==> config.mk <==
export PLATFORM = sky130hd
export DESIGN_NAME = mem_responder_flat
export DESIGN_NICKNAME = d
export VERILOG_FILES = /design/src/rtl/mem_responder_pkg.sv /design/src/rtl/mem_responder_if.sv /design/src/rtl/bus_timer.sv /design/src/rtl/mem_responder.sv /design/src/flat_wrapper.sv
export SDC_FILE = /design/constraint.sdc
export NUM_CORES = 1
export LEC_CHECK = 0
export BUFFER_PORTS_ARGS = -buffer_cell sky130_fd_sc_hd__buf_2
export CELL_PAD_IN_SITES_DETAIL_PLACEMENT = 0
export CELL_PAD_IN_SITES_GLOBAL_PLACEMENT = 1
export CORE_ASPECT_RATIO = 0.7
export CORE_MARGIN = 3
export CORE_UTILIZATION = 30
export CTS_CLUSTER_DIAMETER = 200
export DETAILED_ROUTE_END_ITERATION = 7
export PLACE_DENSITY = 0.78
export SLEW_MARGIN = 20
export SYNTH_ARGS = -nofsm -noshare
export SYNTH_HDL_FRONTEND = slang
export SYNTH_HIERARCHICAL = 1
export SYNTH_SLANG_ARGS = --single-unit
==> constraint.sdc <==
create_clock -name clk -period 3.91 [get_ports clk]
set_input_delay 0.391 -clock clk [delete_from_list [all_inputs] [get_ports clk]]
set_output_delay 0.391 -clock clk [all_outputs]
set_load 0.02 [all_outputs]
==> src/rtl/mem_responder_pkg.sv <==
// Shared types and constants for the CPU-to-Wishbone memory responder.
package mem_responder_pkg;

   localparam int unsigned ADDR_W = 32;
   localparam int unsigned DATA_W = 32;
   localparam int unsigned SEL_W  = 4;
   localparam int unsigned TMR_W  = 8;

   typedef enum logic [1:0] {
      IDLE = 2'd0,
      BUS  = 2'd1,
      RESP = 2'd2
   } state_e;

   // Read data returned to the CPU when the slave never answers.
   localparam logic [DATA_W-1:0] ERR_DATA = 32'hBAD0_BAD0;
   localparam logic [SEL_W-1:0]  SEL_ALL  = 4'hF;

   // Request captured from the CPU and presented on the Wishbone bus.
   typedef struct packed {
      logic              we;
      logic [ADDR_W-1:0] adr;
      logic [DATA_W-1:0] dat;
   } wb_req_t;

   // Wishbone addresses are word granular; drop the byte offset.
   function automatic logic [ADDR_W-1:0] word_align(input logic [ADDR_W-1:0] a);
      return {a[ADDR_W-1:2], 2'b00};
   endfunction

endpackage

==> src/rtl/mem_responder_if.sv <==
// CPU request/response and Wishbone-classic signals of the responder.
// The slave modport is the responder's view; master is the environment
// (CPU plus Wishbone slave) that drives the requests and bus responses.
interface mem_responder_if;
   import mem_responder_pkg::*;

   logic              read;
   logic              write;
   logic [ADDR_W-1:0] address;
   logic [DATA_W-1:0] data;
   logic              ack;
   logic [DATA_W-1:0] dataOut;
   logic              bus_err;

   logic              wb_cyc_o;
   logic              wb_stb_o;
   logic              wb_we_o;
   logic [ADDR_W-1:0] wb_adr_o;
   logic [DATA_W-1:0] wb_dat_o;
   logic [SEL_W-1:0]  wb_sel_o;
   logic [DATA_W-1:0] wb_dat_i;
   logic              wb_ack_i;

   modport slave (
      input  read, write, address, data, wb_dat_i, wb_ack_i,
      output ack, dataOut, bus_err,
      output wb_cyc_o, wb_stb_o, wb_we_o, wb_adr_o, wb_dat_o, wb_sel_o
   );

   modport master (
      output read, write, address, data, wb_dat_i, wb_ack_i,
      input  ack, dataOut, bus_err,
      input  wb_cyc_o, wb_stb_o, wb_we_o, wb_adr_o, wb_dat_o, wb_sel_o
   );

endinterface

==> src/rtl/bus_timer.sv <==
// Counts bus cycles spent waiting for a slave ack; expired_o is registered
// and rises in the cycle whose count equals TIMEOUT_CYCLES-1.
module bus_timer
   import mem_responder_pkg::*;
#(
   parameter logic [TMR_W-1:0] TIMEOUT_CYCLES = 8'd255
) (
   input  logic clk,
   input  logic rst,
   input  logic clear_i,
   input  logic enable_i,
   output logic expired_o
);

   localparam logic [TMR_W-1:0] LAST = TIMEOUT_CYCLES - TMR_W'(1);

   logic [TMR_W-1:0] count_q, count_d;
   logic             expired_q;

   // Next count: clear wins over enable.
   always_comb begin
      count_d = count_q;
      if (clear_i) begin
         count_d = '0;
      end else if (enable_i) begin
         count_d = count_q + TMR_W'(1);
      end
   end

   // Count register and look-ahead expiry flag.
   always_ff @(posedge clk) begin
      if (rst) begin
         count_q   <= '0;
         expired_q <= (LAST == TMR_W'(0));
      end else begin
         count_q   <= count_d;
         expired_q <= (count_d == LAST);
      end
   end

   assign expired_o = expired_q;

endmodule

==> src/rtl/mem_responder.sv <==
// Turns a level CPU read/write request into one Wishbone-classic cycle,
// with a bounded wait for the slave and a one-cycle ack back to the CPU.
module mem_responder
   import mem_responder_pkg::*;
#(
   parameter logic [TMR_W-1:0] TIMEOUT_CYCLES = 8'd255
) (
   input  logic            clk,
   input  logic            rst,
   mem_responder_if.slave  mif
);

   state_e            state_q, state_d;
   wb_req_t           req_q, req_d;
   logic              cyc_q, cyc_d;
   logic [SEL_W-1:0]  sel_q, sel_d;
   logic              ack_q, ack_d;
   logic [DATA_W-1:0] rdata_q, rdata_d;
   logic              err_q, err_d;
   logic              timer_clr_c;
   logic              timer_en_c;
   logic              timer_exp;

   bus_timer #(
      .TIMEOUT_CYCLES (TIMEOUT_CYCLES)
   ) u_bus_timer (
      .clk       (clk),
      .rst       (rst),
      .clear_i   (timer_clr_c),
      .enable_i  (timer_en_c),
      .expired_o (timer_exp)
   );

   // Next-state and registered-output logic; ack beats timeout in BUS.
   always_comb begin
      state_d     = state_q;
      req_d       = req_q;
      cyc_d       = cyc_q;
      sel_d       = sel_q;
      ack_d       = 1'b0;
      rdata_d     = rdata_q;
      err_d       = err_q;
      timer_clr_c = 1'b0;
      timer_en_c  = 1'b0;

      unique case (state_q)
         IDLE: begin
            if (mif.read | mif.write) begin
               req_d.we    = mif.write;
               req_d.adr   = word_align(mif.address);
               req_d.dat   = mif.data;
               sel_d       = SEL_ALL;
               cyc_d       = 1'b1;
               err_d       = 1'b0;
               timer_clr_c = 1'b1;
               state_d     = BUS;
            end
         end
         BUS: begin
            if (mif.wb_ack_i) begin
               if (!req_q.we) begin
                  rdata_d = mif.wb_dat_i;
               end
               cyc_d   = 1'b0;
               ack_d   = 1'b1;
               state_d = RESP;
            end else if (timer_exp) begin
               if (!req_q.we) begin
                  rdata_d = ERR_DATA;
               end
               err_d   = 1'b1;
               cyc_d   = 1'b0;
               ack_d   = 1'b1;
               state_d = RESP;
            end else begin
               timer_en_c = 1'b1;
            end
         end
         RESP: begin
            state_d = IDLE;
         end
         default: begin
            cyc_d   = 1'b0;
            state_d = IDLE;
         end
      endcase
   end

   // State and output registers.
   always_ff @(posedge clk) begin
      if (rst) begin
         state_q <= IDLE;
         req_q   <= '0;
         cyc_q   <= 1'b0;
         sel_q   <= '0;
         ack_q   <= 1'b0;
         rdata_q <= '0;
         err_q   <= 1'b0;
      end else begin
         state_q <= state_d;
         req_q   <= req_d;
         cyc_q   <= cyc_d;
         sel_q   <= sel_d;
         ack_q   <= ack_d;
         rdata_q <= rdata_d;
         err_q   <= err_d;
      end
   end

   assign mif.ack      = ack_q;
   assign mif.dataOut  = rdata_q;
   assign mif.bus_err  = err_q;
   assign mif.wb_cyc_o = cyc_q;
   assign mif.wb_stb_o = cyc_q;
   assign mif.wb_we_o  = req_q.we;
   assign mif.wb_adr_o = req_q.adr;
   assign mif.wb_dat_o = req_q.dat;
   assign mif.wb_sel_o = sel_q;

endmodule

==> src/flat_wrapper.sv <==
// flat-port wrapper written by rule: the top's interface ports become plain ports
module mem_responder_flat import mem_responder_pkg::*;
#(
   parameter logic [TMR_W-1:0] TIMEOUT_CYCLES = 8'd255
)
  (clk, rst, mif_read, mif_write, mif_address, mif_data, mif_wb_dat_i, mif_wb_ack_i, mif_ack, mif_dataOut, mif_bus_err, mif_wb_cyc_o, mif_wb_stb_o, mif_wb_we_o, mif_wb_adr_o, mif_wb_dat_o, mif_wb_sel_o);
  mem_responder_if mif_i ();
  input  logic clk;
  input  logic rst;
  input wire logic [$bits(mif_i.read)-1:0] mif_read;
  input wire logic [$bits(mif_i.write)-1:0] mif_write;
  input wire logic [$bits(mif_i.address)-1:0] mif_address;
  input wire logic [$bits(mif_i.data)-1:0] mif_data;
  input wire logic [$bits(mif_i.wb_dat_i)-1:0] mif_wb_dat_i;
  input wire logic [$bits(mif_i.wb_ack_i)-1:0] mif_wb_ack_i;
  output wire logic [$bits(mif_i.ack)-1:0] mif_ack;
  output wire logic [$bits(mif_i.dataOut)-1:0] mif_dataOut;
  output wire logic [$bits(mif_i.bus_err)-1:0] mif_bus_err;
  output wire logic [$bits(mif_i.wb_cyc_o)-1:0] mif_wb_cyc_o;
  output wire logic [$bits(mif_i.wb_stb_o)-1:0] mif_wb_stb_o;
  output wire logic [$bits(mif_i.wb_we_o)-1:0] mif_wb_we_o;
  output wire logic [$bits(mif_i.wb_adr_o)-1:0] mif_wb_adr_o;
  output wire logic [$bits(mif_i.wb_dat_o)-1:0] mif_wb_dat_o;
  output wire logic [$bits(mif_i.wb_sel_o)-1:0] mif_wb_sel_o;
  assign mif_i.read = mif_read;
  assign mif_i.write = mif_write;
  assign mif_i.address = mif_address;
  assign mif_i.data = mif_data;
  assign mif_i.wb_dat_i = mif_wb_dat_i;
  assign mif_i.wb_ack_i = mif_wb_ack_i;
  assign mif_ack = mif_i.ack;
  assign mif_dataOut = mif_i.dataOut;
  assign mif_bus_err = mif_i.bus_err;
  assign mif_wb_cyc_o = mif_i.wb_cyc_o;
  assign mif_wb_stb_o = mif_i.wb_stb_o;
  assign mif_wb_we_o = mif_i.wb_we_o;
  assign mif_wb_adr_o = mif_i.wb_adr_o;
  assign mif_wb_dat_o = mif_i.wb_dat_o;
  assign mif_wb_sel_o = mif_i.wb_sel_o;
  mem_responder #(.TIMEOUT_CYCLES(TIMEOUT_CYCLES)) u_core (.clk(clk), .rst(rst), .mif(mif_i));
endmodule
==> metrics.csv <==
stage,metric,value,unit
sta,rsz0062_at_grt,false,
sta,max_freq,421,MHz
drt,firstDrtPassIters,4,
synth,synth_common_cells,"dfxtp_1 (110), a21oi_1 (101), nand3_1 (81), o21ai_0 (74), clkbuf_1 (27)",
synth,syn-cell-area,4420,µm²
finish,area_delta_synth_final,30.6,%
die,pin_count,206,
setup_path,r2r_cells,6,
placed_design,gp_congestion,0.740,
sta,min_period,2.38,ns
placed_design,dp_hpwl,9.06,mm
clock_tree,cts.reportedPaths.clkPinSlew,0.07,ns
drt,via_per_inst,5.00,
clock_tree,cts_inserted_buffers,9,
pwr,ir_worst_vdd,0.000194,V
die,die_y,108,µm
clock_tree,cts_max_level,3,
clock_tree,clock_latency,0.34,ns
grt,grt_overflow,0,
setup_path,regToRegStartpoint,u_core/u_bus_timer/expired_o,
sta,finalHoldViolCount,0,
synth,avgSynthCellArea,8.57,µm²
placed_design,postPlaceCellArea,5450,µm²
clock_tree,cts.sinks,110,
sta,tightest_slew,0.994,ns
setup_path,critPathLaunchType,input pin,
drt,postRouteAntennaNets,0,
min_path,min_from,mif_data[7],
pwr,seqPwrFrac,45.7,%
min_path,min_path_cells,3,
pwr,switchingPower,0.771,mW
pwr,p_sw_share,28.5,%
die,die_x,151,µm
clock_tree,cts_setup_buffers,0,
clock_tree,tritoncts,built,
run,max_cap_viol_count,0,
pwr,pwr-share-comb,18.2,%
min_path,min_to,u_core/mif.wb_dat_o[7],
sta,slew-limit-headroom,33.6,%
drt,drtIter0Drc,295,
finish,nets,779,
synth,syn-instance-count,516,
synth,ys_seq_area_share,49.8,%
die,core-area,14100,µm²
setup_path,rr_endpoint,u_core/u_bus_timer/expired_o,
drt,post-route-drc-count,0,
pwr,power.density,468,nW/µm²
finish,final_cell_area,5770,µm²
placed_design,io_buffers,201,
clock_tree,cts_buffer_depth,2,
setup_path,cp-end-kind,flip-flop,
setup_path,worstSetupPathType,input pin to flip-flop,
sta,slew_viol_final,0,
synth,yosysUniqueCellTypes,37,
sta,fin_crit_sh,60.8,%
setup_path,r2r_slack,1.62,ns
sta,setup_tns,0,ns
drt,wirelength,13.3,mm
finish,multiInputGateArea,1940,µm²
synth,yosys.cell_count.top_type,dfxtp_1,
finish,seq_area,2200,µm²
pwr,power,2.70,mW
synth,synth_edf_count,0,
clock_tree,cts_resized,0,
setup_path,cp_max_fo,35,
grt,grt_max_degree,64,
die,num_rows,36,
finish,drive_gt1_share,36.4,%
clock_tree,postCtsHoldBufs,0,
finish,fin_cells,872,
synth,netlist.area_leader.share,49.8,%
drt,vias,4361,
die,die-area,16300,µm²
placed_design,place_inst,856,
grt,antenna_found_initial,0,
min_path,hold_class,input pin to flip-flop,
finish,n_antenna_cell,0,
setup_path,critical_path_required,4.17,ns
synth,synthArstFlopShare,0,%
grt,grt_usage,16.1,%
pwr,p_leak,2.48,nW
finish,fill_cells,1440,
synth,ys_top_cells_by_area,"dfxtp_1 (50%), a21oi_1 (11%), nand3_1 (9.2%)",
run_status,status,finished clean,
synth,yosysWarnings,6,
die,initial_core_util,31.3,%
synth,synth_largest_area_cell,dfxtp_1,
grt,grt_pass1_wl,21.3,mm
synth,ys.flop_type,dfxtp_1,
setup_path,crit_arrival,2.64,ns
synth,ys_seq_elements,110,
sta,clock-skew-final,0.0120,ns
sta,setup_viol,0,
pwr,clock_power_share,36.1,%
pwr,p_int,1.93,mW
drt,routedWlPerCell,15.3,µm
clock_tree,cts_root_buf,clkbuf_16,
grt,grt_pass1_vias,4204,
-- sequential cells by signal, indices dropped and copies added, names as in the netlist --
name,cells
u_core/mif.wb_dat_o,32
u_core/mif.wb_cyc_o,1
u_core/mif.bus_err,1
u_core/mif.wb_adr_o,30
u_core/mif.wb_we_o,1
u_core/mif.dataOut,32
u_core/state_q,2
u_core/u_bus_timer/expired_o,1
u_core/u_bus_timer/count_q,8
u_core/mif.wb_sel_o,1
u_core/mif.ack,1
-- metal layers --
metal  track usage [%]  wire [µm]  part of all wire [%]
met1              21.6       6010                    45
met2              26.0       6300                    47
met3              3.87        919                   6.9
met4              4.33        113                  0.85
met5                 0          0                     0
-- placed cells by master, fill, tap and decap left out, types with 2 or more instances in the layout --
cell type	n
nor2_4	2
clkinv_4	2
a21oi_1	101
nand2_1	2
nor2_1	10
bufinv_16	2
clkbuf_16	9
o21ai_1	7
or2_2	3
buf_2	200
nor3b_1	2
conb_1	2
nor3_1	20
nand4_1	3
dfxtp_1	110
and2_1	2
xnor2_1	2
buf_4	7
nor3b_2	14
o21ai_0	74
xor2_1	4
nand3_1	81
nand2b_1	2
inv_1	2
-- logic make-up after synthesis --
group | Yosys count | share of synthesized area, %
other | 1 | 0.0848
XOR/XNOR | 6 | 1.19
AND/OR/NAND/NOR | 150 | 20.1
flip-flops | 110 | 49.8
buffers and inverters | 61 | 6.96
AO/OA/AOI/OAI | 187 | 21.5
adder cells (fa/ha/maj) | 1 | 0.283
-- area by class of cell --
cell class	instances	share of cell area (%)
timing repair buffer	208	18.4
clock inverter	6	1.63
multi-input combinational	346	33.6
sequential	110	38.1
tap	190	4.12
clock buffer	10	3.97
inverter	2	0.130
-- metrics by stage --
stage          setup slack (ns)  hold WS [ns]  utilization [%]
2_1_floorplan              2.04         0.474                -
3_3_place_gp               1.25         0.453             38.4
3_5_place_dp               1.22         0.464             38.5
4_1_cts                    1.58         0.278             40.8
5_1_grt                    1.33         0.283             40.8
6_report                   1.53         0.291             40.8
-- how the worst max path moves through the flow --
| stage | slack [ns] | to | from |
|---|---|---|---|
| 6_report | 1.53 | u_core/u_bus_timer/expired_o | mif_wb_ack_i |
| 5_1_grt | 1.33 | u_core/u_bus_timer/expired_o | mif_wb_ack_i |
| 4_1_cts | 1.58 | u_core/u_bus_timer/expired_o | mif_wb_ack_i |
| 3_5_place_dp | 1.22 | u_core/u_bus_timer/expired_o | mif_wb_ack_i |
| 3_3_place_gp | 1.25 | u_core/u_bus_timer/expired_o | mif_wb_ack_i |
| 2_1_floorplan | 2.04 | u_core/u_bus_timer/expired_o | mif_wb_ack_i |
-- power groups by stage --
stage / combinational [mW] / sequential [mW] / clock [mW]
after global routing: 0.539 / 1.25 / 1.05
after CTS: 0.496 / 1.24 / 1.01
final: 0.490 / 1.24 / 0.975
after floorplan: 0.232 / 1.35 / 0
after detailed placement: 0.495 / 1.26 / 0
after global placement: 0.483 / 1.26 / 0
-- critical path, cell delays in order --
cell and delay, ns:
buf_2 0.27, or2_2 0.54, nor2_1 0.56, and4_4 0.37
and2_1 0.17, a21oi_1 0.09, nor4_2 0.23
Note: power is estimated with default switching activity, not from simulation.
